### config.mk
export PLATFORM = sky130hd
export DESIGN_NAME = core_loader
export DESIGN_NICKNAME = d
export VERILOG_FILES = /design/src/rtl/core_loader_pkg.sv /design/src/rtl/core_loader_run_timer.sv /design/src/rtl/core_loader.sv
export SDC_FILE = /design/constraint.sdc
export NUM_CORES = 1
export LEC_CHECK = 0
export ABC_AREA = 1
export CAP_MARGIN = 20
export CORE_MARGIN = 8
export CORE_UTILIZATION = 25
export DETAILED_ROUTE_END_ITERATION = 6
export SLEW_MARGIN = 20
export SYNTH_ARGS = -nofsm -noshare
export SYNTH_HDL_FRONTEND = slang
export SYNTH_SLANG_ARGS = --single-unit
### constraint.sdc
create_clock -name clk_i -period 2.4 [get_ports clk_i]
set_clock_uncertainty 0.1 [all_clocks]
set_input_delay 0.48 -clock clk_i [delete_from_list [all_inputs] [get_ports clk_i]]
set_output_delay 0.48 -clock clk_i [all_outputs]
set_load 0.005 [all_outputs]
### src/rtl/core_loader_pkg.sv
// Shared definitions for the core loader: command opcodes, opcode field position
// and the sequencer state encoding.
package core_loader_pkg;

  localparam int unsigned OP_MSB = 31;
  localparam int unsigned OP_LSB = 28;

  localparam logic [3:0] OP_NOP    = 4'd0;
  localparam logic [3:0] OP_LOAD_I = 4'd1;
  localparam logic [3:0] OP_LOAD_D = 4'd2;
  localparam logic [3:0] OP_RUN    = 4'd3;
  localparam logic [3:0] OP_STOP   = 4'd4;

  typedef enum logic [2:0] {
    StIdle,
    StGetAddr,
    StGetLen,
    StLoad,
    StGetBudget
  } state_e;

  function automatic logic [3:0] get_opcode(input logic [31:0] word);
    return word[OP_MSB:OP_LSB];
  endfunction

endpackage

### src/rtl/core_loader_run_timer.sv
// Run controller for the core: owns core_run, the cycle counter, the optional
// cycle budget and the expiry pulse.
module run_timer #(
  parameter int unsigned CYC_W = 32
) (
  input  logic             clk_i,
  input  logic             rst_ni,
  input  logic             start_i,
  input  logic             stop_i,
  input  logic [CYC_W-1:0] budget_i,
  output logic             core_run_o,
  output logic [CYC_W-1:0] cycles_o,
  output logic             done_o
);

  logic             run_q, run_d;
  logic [CYC_W-1:0] cycles_q, cycles_d;
  logic [CYC_W-1:0] budget_q, budget_d;
  logic             done_q, done_d;
  logic [CYC_W-1:0] cycles_inc;
  logic             expire;

  assign cycles_inc = cycles_q + CYC_W'(1);
  // A zero budget means run until an explicit stop.
  assign expire = run_q && (budget_q != '0) && (cycles_inc == budget_q);

  always_comb begin
    run_d    = run_q;
    cycles_d = cycles_q;
    budget_d = budget_q;
    done_d   = 1'b0;
    if (run_q) begin
      cycles_d = cycles_inc;
    end
    if (start_i) begin
      run_d    = 1'b1;
      cycles_d = '0;
      budget_d = budget_i;
    end else if (stop_i || expire) begin
      run_d  = 1'b0;
      done_d = expire;
    end
  end

  always_ff @(posedge clk_i or negedge rst_ni) begin
    if (!rst_ni) begin
      run_q    <= 1'b0;
      cycles_q <= '0;
      budget_q <= '0;
      done_q   <= 1'b0;
    end else begin
      run_q    <= run_d;
      cycles_q <= cycles_d;
      budget_q <= budget_d;
      done_q   <= done_d;
    end
  end

  assign core_run_o = run_q;
  assign cycles_o   = cycles_q;
  assign done_o     = done_q;

endmodule

### src/rtl/core_loader.sv
// Host-side sequencer: decodes a 32-bit command/data word stream, writes program
// and data images into the core memories and controls the core's run/reset.
module core_loader
  import core_loader_pkg::*;
#(
  parameter int unsigned CYC_W     = 32,
  parameter int unsigned ADDR_STEP = 4
) (
  input  logic             clk_i,
  input  logic             rst_ni,
  input  logic             s_valid_i,
  output logic             s_ready_o,
  input  logic [31:0]      s_data_i,
  output logic             core_reset_o,
  output logic             core_run_o,
  output logic [31:0]      insn_addr_o,
  output logic [31:0]      insn_din_o,
  output logic             insn_we_o,
  output logic [31:0]      data_addr_o,
  output logic [31:0]      data_din_o,
  output logic             data_we_o,
  output logic [CYC_W-1:0] cycles_o,
  output logic             done_o,
  output logic             err_o
);

  state_e      state_q, state_d;
  logic        accept;
  logic [3:0]  opcode;
  logic        is_load_op;

  logic        target_d_q;
  logic [31:0] addr_q;
  logic [31:0] remain_q;
  logic        err_q;
  logic [31:0] insn_addr_q, insn_din_q, data_addr_q, data_din_q;

  logic        latch_target, latch_addr, latch_len, wr_en, set_err;
  logic        timer_start, timer_stop;

  assign s_ready_o  = rst_ni;
  assign accept     = s_valid_i & s_ready_o;
  assign opcode     = get_opcode(s_data_i);
  assign is_load_op = (opcode == OP_LOAD_I) || (opcode == OP_LOAD_D);

  always_ff @(posedge clk_i or negedge rst_ni) begin
    if (!rst_ni) begin
      state_q <= StIdle;
    end else begin
      state_q <= state_d;
    end
  end

  always_comb begin
    state_d = state_q;
    unique case (state_q)
      StIdle: begin
        if (accept && is_load_op) begin
          state_d = StGetAddr;
        end else if (accept && (opcode == OP_RUN)) begin
          state_d = StGetBudget;
        end
      end
      StGetAddr: if (accept) state_d = StGetLen;
      StGetLen:  if (accept) state_d = (s_data_i == 32'd0) ? StIdle : StLoad;
      StLoad:    if (accept && (remain_q == 32'd1)) state_d = StIdle;
      StGetBudget: if (accept) state_d = StIdle;
      default: state_d = StIdle;
    endcase
  end

  always_comb begin
    latch_target = 1'b0;
    latch_addr   = 1'b0;
    latch_len    = 1'b0;
    wr_en        = 1'b0;
    set_err      = 1'b0;
    timer_start  = 1'b0;
    timer_stop   = 1'b0;
    unique case (state_q)
      StIdle: begin
        if (accept) begin
          case (opcode)
            OP_LOAD_I, OP_LOAD_D: begin
              latch_target = 1'b1;
              // Never write memories under a running core.
              timer_stop   = 1'b1;
            end
            OP_STOP: timer_stop = 1'b1;
            OP_RUN, OP_NOP: ;
            default: set_err = 1'b1;
          endcase
        end
      end
      StGetAddr:   latch_addr  = accept;
      StGetLen:    latch_len   = accept;
      StLoad:      wr_en       = accept;
      StGetBudget: timer_start = accept;
      default: ;
    endcase
  end

  assign insn_we_o = wr_en & ~target_d_q;
  assign data_we_o = wr_en & target_d_q;

  always_ff @(posedge clk_i or negedge rst_ni) begin
    if (!rst_ni) begin
      target_d_q  <= 1'b0;
      addr_q      <= '0;
      remain_q    <= '0;
      err_q       <= 1'b0;
      insn_addr_q <= '0;
      insn_din_q  <= '0;
      data_addr_q <= '0;
      data_din_q  <= '0;
    end else begin
      if (latch_target) target_d_q <= (opcode == OP_LOAD_D);
      if (latch_addr)   addr_q     <= s_data_i;
      if (latch_len)    remain_q   <= s_data_i;
      if (wr_en) begin
        addr_q   <= addr_q + 32'(ADDR_STEP);
        remain_q <= remain_q - 32'd1;
      end
      if (set_err) err_q <= 1'b1;
      if (insn_we_o) begin
        insn_addr_q <= addr_q;
        insn_din_q  <= s_data_i;
      end
      if (data_we_o) begin
        data_addr_q <= addr_q;
        data_din_q  <= s_data_i;
      end
    end
  end

  // Write ports show the live write while strobing, else the last one issued.
  assign insn_addr_o = insn_we_o ? addr_q   : insn_addr_q;
  assign insn_din_o  = insn_we_o ? s_data_i : insn_din_q;
  assign data_addr_o = data_we_o ? addr_q   : data_addr_q;
  assign data_din_o  = data_we_o ? s_data_i : data_din_q;
  assign err_o       = err_q;

  run_timer #(
    .CYC_W(CYC_W)
  ) u_run_timer (
    .clk_i      (clk_i),
    .rst_ni     (rst_ni),
    .start_i    (timer_start),
    .stop_i     (timer_stop),
    .budget_i   (s_data_i[CYC_W-1:0]),
    .core_run_o (core_run_o),
    .cycles_o   (cycles_o),
    .done_o     (done_o)
  );

  assign core_reset_o = (state_q != StIdle) || !core_run_o;

endmodule
==> results of run 1 <==
[placed cells by master (no fill, tap or decap), drive strengths merged, types with 2 or more instances in the layout]
cell type / instances
clkbuf: 74
a211oi: 2
and2: 3
nand2: 530
inv: 206
buf: 286
nor2: 201
ha: 4
or2: 3
nor4: 6
dfrtp: 263
clkdlybuf4s50: 69
nor3: 18
a21boi: 2
dlymetal6s2s: 16
o21ai: 214
nand3: 90
o22ai: 29
xor2: 22
o41ai: 2
o21bai: 2
a22oi: 2
clkinv: 14
nand4: 24
a21oi: 34
a31oi: 39
[critical path, delay by kind of cell]
kind                   cells  cell delay (ps)
buffers and inverters      7             1400
AND/OR/NAND/NOR            4              420
AO/OA/AOI/OAI              1               60
[path summary, 6_finish.rpt]
path,slack (ps),startpoint,end,depth (start not counted)
min in group clk_i,370,insn_addr_q[26]$_DFF_PN0_,insn_addr_q[26]$_DFF_PN0_,2
hold reg to reg,370,insn_addr_q[26]$_DFF_PN0_,insn_addr_q[26]$_DFF_PN0_,2
setup reg to reg,110,u_run_timer.cycles_o[1]$_DFFE_PN0P_,u_run_timer.core_run_o$_DFFE_PN0P_,14
setup / recovery,-560,s_valid_i,insn_addr_o[15],12
max in group asynchronous,1190,rst_ni,u_run_timer.cycles_o[6]$_DFFE_PN0P_,3
hold / removal,120,rst_ni,remain_q[10]$_DFFE_PN0P_,3
[final cells by class]
type,instances,area (sq um),share of cell area (%)
multi-input combinational,1234,7290,35.6
sequential,263,6590,32.2
timing repair buffer,400,3850,18.8
clock buffer,45,973,4.75
tap,688,861,4.20
inverter,205,782,3.82
clock inverter,17,131,0.642
antenna,1,2.50,0.0122
[kinds of logic after synthesis]
| family | Yosys count | share of synthesized area [%] |
|---|---|---|
| AND/OR/NAND/NOR | 875 | 27.5 |
| AO/OA/AOI/OAI | 330 | 13.3 |
| buffers and inverters | 267 | 7.65 |
| flip-flops | 263 | 49.4 |
| XOR/XNOR | 24 | 1.68 |
| adder cells (fa/ha/maj) | 4 | 0.376 |
[report_power, final]
| group | leakage [uW] | switching [uW] | total (uW) | internal, uW |
|---|---|---|---|---|
| combinational | 0.00585 | 4520 | 7800 | 3270 |
| sequential | 0.00337 | 1310 | 7300 | 5980 |
| clock | 0.000554 | 2160 | 5140 | 2990 |
| total | 0.00977 | 7990 | 20200 | 12200 |
[per-stage QoR]
stage	total power [uW]	setup WS [ps]	util (%)	setup TNS, ps	cell area, sq um
floorplan	10500	166	-	0	13300
global placement	13900	-977	32.3	-110400	17000
detailed placement	14100	-973	32.3	-106540	17000
CTS	19500	-724	35.8	-66680	18900
global route	21500	-620	38.9	-67910	20500
finish	20200	-557	38.9	-58760	20500
[flip-flops by register name, summed over array words and instances, names as in the netlist, 3 cells and up]
| signal | flops |
|---|---|
| addr_q | 32 |
| data_addr_q | 32 |
| data_din_q | 32 |
| insn_addr_q | 32 |
| insn_din_q | 32 |
| remain_q | 32 |
| state_q | 3 |
| u_run_timer.budget_q | 32 |
| u_run_timer.cycles_o | 32 |
[metal layers]
metal	global-route usage (%)	vias to the layer above	routed length [um]
met5	0	-	13
li1	-	6461	-
met1	21.5	6669	23700
met2	27.1	443	26000
met4	6.58	2	2270
met3	4.06	107	3890
[what timing repair did]
action	in CTS	in global routing
pin swaps	8	25
buffers inserted	29	37
endpoints found under the setup margin	130	138
gates cloned	11	10
hold endpoints to repair	0	0
resized for setup	602	406
==> run_results.csv, run 1 <==
group,metric,value,unit
status,status,"complete, but fails checks",
status,violations,"negative setup slack",
placed_design,gp_congestion,0.925,
worst_setup_path,path_common_cell,"buf_12",
drt,drt_first_pass_iters,5,
floorplan,fp.dieArea,0.0609,sq mm
floorplan,core,0.0527,sq mm
cts,hold_buffers,0,
yosys,syn_inst,1763,
yosys,netlist_area,0.0133,sq mm
timing,hold_viol_final,0,
timing,setup_slack,-557,ps
cts,cts_tree,"built",
worst_setup_path,cp_slowest_cell,"clkdlybuf4s50_1",
yosys,synth_edf_count,0,
worst_setup_path,path_cells,"clkdlybuf4s50_1 > nand2_1 > inv_1 > nand2_4 > nor2_4 > clkinv_4 > buf_12 > buf_16 > buf_12 > nand2_2 > o21ai_2 > buf_2",
drt,vias_per_cell,4.80,
placed_design,port_buffers,201,
worst_setup_path,crit_type,"primary input to output pin",
drt,postRouteAntennaNets,0,
yosys,async_reset_ff_share,100,%
yosys,synth_area_leaders,"dfrtp_1, nand2_1, o21ai_0, inv_1, nor2_1",
finish,layoutNonFillerInstCount,2853,
yosys,synth-seq-cells,263,
drt,drc,0,
yosys,synth.distinct_cells,42,
timing,finalSetupViolCount,130,
yosys,synth-seq-area-share,49.4,%
cts,clk_pin_slew,60,ps
yosys,synth_top_area_share,49.4,%
yosys,synth_top_area_cell,"dfrtp_1",
finish,area_delta_synth_final,53.7,%
timing,drv_slew,0,
yosys,ys_top_cells_by_count,"nand2_1, dfrtp_1, o21ai_0, inv_1, nor2_1",
cts,cts_buffers,35,
finish,nets,2178,
timing,relSlewSlack,32.5,%
worst_setup_path,cp-start-kind,"primary input",
timing,max_freq,338,MHz
global_routing,grt_usage,16.8,%
global_routing,grt_max_degree,163,
yosys,yosys_most_used_dff,"dfrtp_1",
worst_setup_path,critPathCaptureType,"output pin",
drt,postRouteWirelength,55.9,mm
floorplan,start_util,25.3,%
global_routing,grt_pass1_vias,13436,
timing,period_share,123,%
power,p_leak,0.00977,uW
run,cap_violations,0,
finish,fill_cells,5231,
power,ir_drop,0.000608,V
cts,htreeDepth,2,
placed_design,dp.cells,2708,
global_routing,grt_first_pass_wirelength,79.8,mm
worst_setup_path,worstPathMaxFanout,7,
timing,layout_min_cycle_time,2960,ps
placed_design,dp_hpwl,37.0,mm
worst_hold_path,holdCritPathClass,"primary input to asynchronous set/reset pin",
drt,vias,13682,
timing,tightest_slew,1010,ps
cts,clkLatencyLatePin,540,ps
floorplan,die_w,247,um
floorplan,rows,84,
drt,post_drt_wl_per_cell,19.6,um
floorplan,die_h,247,um
worst_setup_path,cp.required,1820,ps
cts,clk_path_buf_depth,3,
worst_setup_path,critical-path-max-stage-delay,530,ps
cts,cts_sinks,263,
global_routing,antenna_found_initial,2,
worst_setup_path,critPathArrivalTime,2380,ps
timing,rsz0062_at_grt,"yes",
yosys,synth.avg_cell_area,7.56,sq um
global_routing,globalRouteOverflowTotal,0,
timing,hold_ws,121,ps
drt,drt_iter0_markers,1112,
yosys,yosysMostFrequentCell,"nand2_1",
yosys,ys_warn_count,0,
cts,cts-root-buf,"clkbuf_16",
finish,layout-drive-gt1-share,30.5,%
power,p_per_area,988,mW/mm^2
floorplan,io_pins,202,
yosys,synthesis.nets,1802,
(Power assumes the default switching activity.)
==> inputs of run 2 (changes only) <==
Settings changed: PLACE_DENSITY set to 0.45.
==> run_results.csv, run 2 (synthesis gave the netlist of run 1 again) <==
group,metric,value,unit
status,status,"complete, but fails checks",
status,violations,"negative setup slack",
timing,setup_slack,-511,ps
cts,clkLatencyLatePin,540,ps
placed_design,dp_hpwl,38.5,mm
global_routing,grt_first_pass_wirelength,83.2,mm
finish,area_delta_synth_final,61.5,%
drt,post_drt_wl_per_cell,19.3,um
finish,layout-drive-gt1-share,34.5,%
global_routing,grt_pass1_vias,13643,
placed_design,dpl-instance-area,0.0172,sq mm
timing,period_share,121,%
finish,nets,2224,
finish,multi_input_area,0.00786,sq mm
finish,mostFrequentLayoutCells,"nand2_1, dfrtp_1, inv_1, nor2_1, buf_4",
floorplan,core,0.0527,sq mm
worst_setup_path,cp.required,1820,ps
worst_setup_path,critical-path-max-stage-delay,570,ps
floorplan,fp.dieArea,0.0609,sq mm
drt,vias_per_cell,4.70,
timing,tns,-52540,ps
drt,postRouteAntennaNets,0,
timing,hold_viol_final,0,
worst_setup_path,cp.buffers_inverters,7,
floorplan,io_pins,202,
floorplan,die_h,247,um
cts,clk_path_buf_depth,3,
run,cap_violations,0,
finish,final_cell_area,0.0215,sq mm
finish,post-route-util,40.9,%
worst_setup_path,r2r_setup_slack,130,ps
drt,vias,13625,
worst_setup_path,critPathCaptureType,"output pin",
placed_design,port_buffers,201,
placed_design,gp_congestion,0.893,
global_routing,globalRouteOverflowTotal,0,
timing,tightest_slew,969,ps
worst_setup_path,cp_top_family,"buffers and inverters",
drt,postRouteWirelength,55.9,mm
timing,layout_min_cycle_time,2910,ps
power,p_leak,0.00998,uW
timing,finalSetupViolCount,130,
cts,htreeDepth,2,
worst_setup_path,critPathArrivalTime,2330,ps
timing,drv_slew,0,
timing,rsz0062_at_grt,"yes",
global_routing,grt_max_degree,156,
finish,fill_cells,5242,
worst_setup_path,path_common_cell,"buf_12",
power,ir_drop,0.000528,V
cts,cts-root-buf,"clkbuf_16",
drt,drt_first_pass_iters,5,
worst_setup_path,crit_type,"primary input to output pin",
finish,final_common_cell,"nand2_1",
finish,regArea,0.00659,sq mm
worst_setup_path,worstPathMaxFanout,7,
global_routing,antenna_found_initial,2,
global_routing,grt_usage,17.6,%
floorplan,rows,84,
drt,drc,0,
drt,drt_iter0_markers,936,
floorplan,start_util,25.3,%
worst_hold_path,holdCritPathClass,"primary input to asynchronous set/reset pin",
worst_setup_path,cp-start-kind,"primary input",
worst_setup_path,cp_slowest_cell,"clkdlybuf4s50_1",
cts,cts_tree,"built",
cts,cts_buffers,35,
worst_setup_path,path_cells,"clkdlybuf4s50_1 > nand2_1 > inv_1 > nand2_4 > nor2_4 > clkinv_4 > buf_12 > buf_12 > buf_16 > o21ai_2 > buf_2",
cts,cts_sinks,263,
floorplan,die_w,247,um
power,p_per_area,989,mW/mm^2
timing,max_freq,344,MHz
cts,clk_pin_slew,60,ps
timing,relSlewSlack,35.4,%
[run 2: cell types whose count changed in the layout (fill, tap and decap cells not counted), moves of 8 or more]
| cell | previous run | this run |
|---|---|---|
| buf_6 | 35 | 43 |
| dlymetal6s2s_1 | 16 | 0 |
| nand3_2 | 3 | 13 |
| o21ai_4 | 70 | 94 |
| buf_2 | 83 | 105 |
| nand3_1 | 87 | 77 |
| nand2_1 | 420 | 385 |
| nand2_4 | 45 | 84 |
| o21ai_2 | 58 | 34 |
| clkbuf_2 | 21 | 0 |
| buf_4 | 124 | 169 |
[run 2: layout make-up]
cell class              count  area share [%]
clock inverters            12           0.523
well taps                 688            4.00
diodes                      2          0.0233
repair buffers            445            19.8
inverters                 205            3.67
clock buffers              50            4.85
flip-flops and latches    263            30.6
multi-input cells        1235            36.5
[run 2: worst paths after layout]
kind | start | endpoint | depth (start not counted)
max | s_valid_i | insn_din_o[25] | 11
max in group asynchronous | rst_ni | u_run_timer.cycles_o[2]$_DFFE_PN0P_ | 4
min in group clk_i | insn_addr_q[29]$_DFF_PN0_ | insn_addr_q[29]$_DFF_PN0_ | 2
min reg2reg | insn_addr_q[29]$_DFF_PN0_ | insn_addr_q[29]$_DFF_PN0_ | 2
max reg2reg | state_q[2]$_DFFE_PN0P_ | insn_addr_q[6]$_DFF_PN0_ | 16
min | rst_ni | u_run_timer.budget_q[10]$_DFFE_PN0P_ | 3
[run 2: worst min-delay path, delay by kind of cell]
kind / cells / cell delay (ps)
buf+inv: 3 / 790
[run 2: timing repair]
action	in CTS	in global routing
setup buffers	37	58
hold buffers	0	0
setup endpoints to repair	130	140
resized for setup	970	272
cloned	21	8
pin swaps	13	51
[run 2: per-stage QoR]
step	setup WS (ps)	hold slack, ps	total power, uW	cells
6_report	-511	154	21300	2900
5_1_grt	-562	206	22700	2900
4_1_cts	-524	181	20500	2849
3_5_place_dp	-991	383	14300	2731
3_3_place_gp	-997	376	14200	2731
2_1_floorplan	166	84.4	10500	1763
[run 2: per-layer routing]
metal	GRT usage, %	routed length, um	vias up
met4	4.83	1450	0
li1	-	-	6576
met1	22.6	24300	6657
met2	30.4	27700	304
met5	0	0	-
met3	2.92	2450	88
[run 2: power by group]
part	total [uW]	leakage, uW	switching (uW)	internal (uW)
Sequential	7430	0.00338	1440	5990
Clock	5330	0.000577	2100	3240
Combinational	8520	0.00602	4730	3790
Total	21300	0.00998	8270	13000
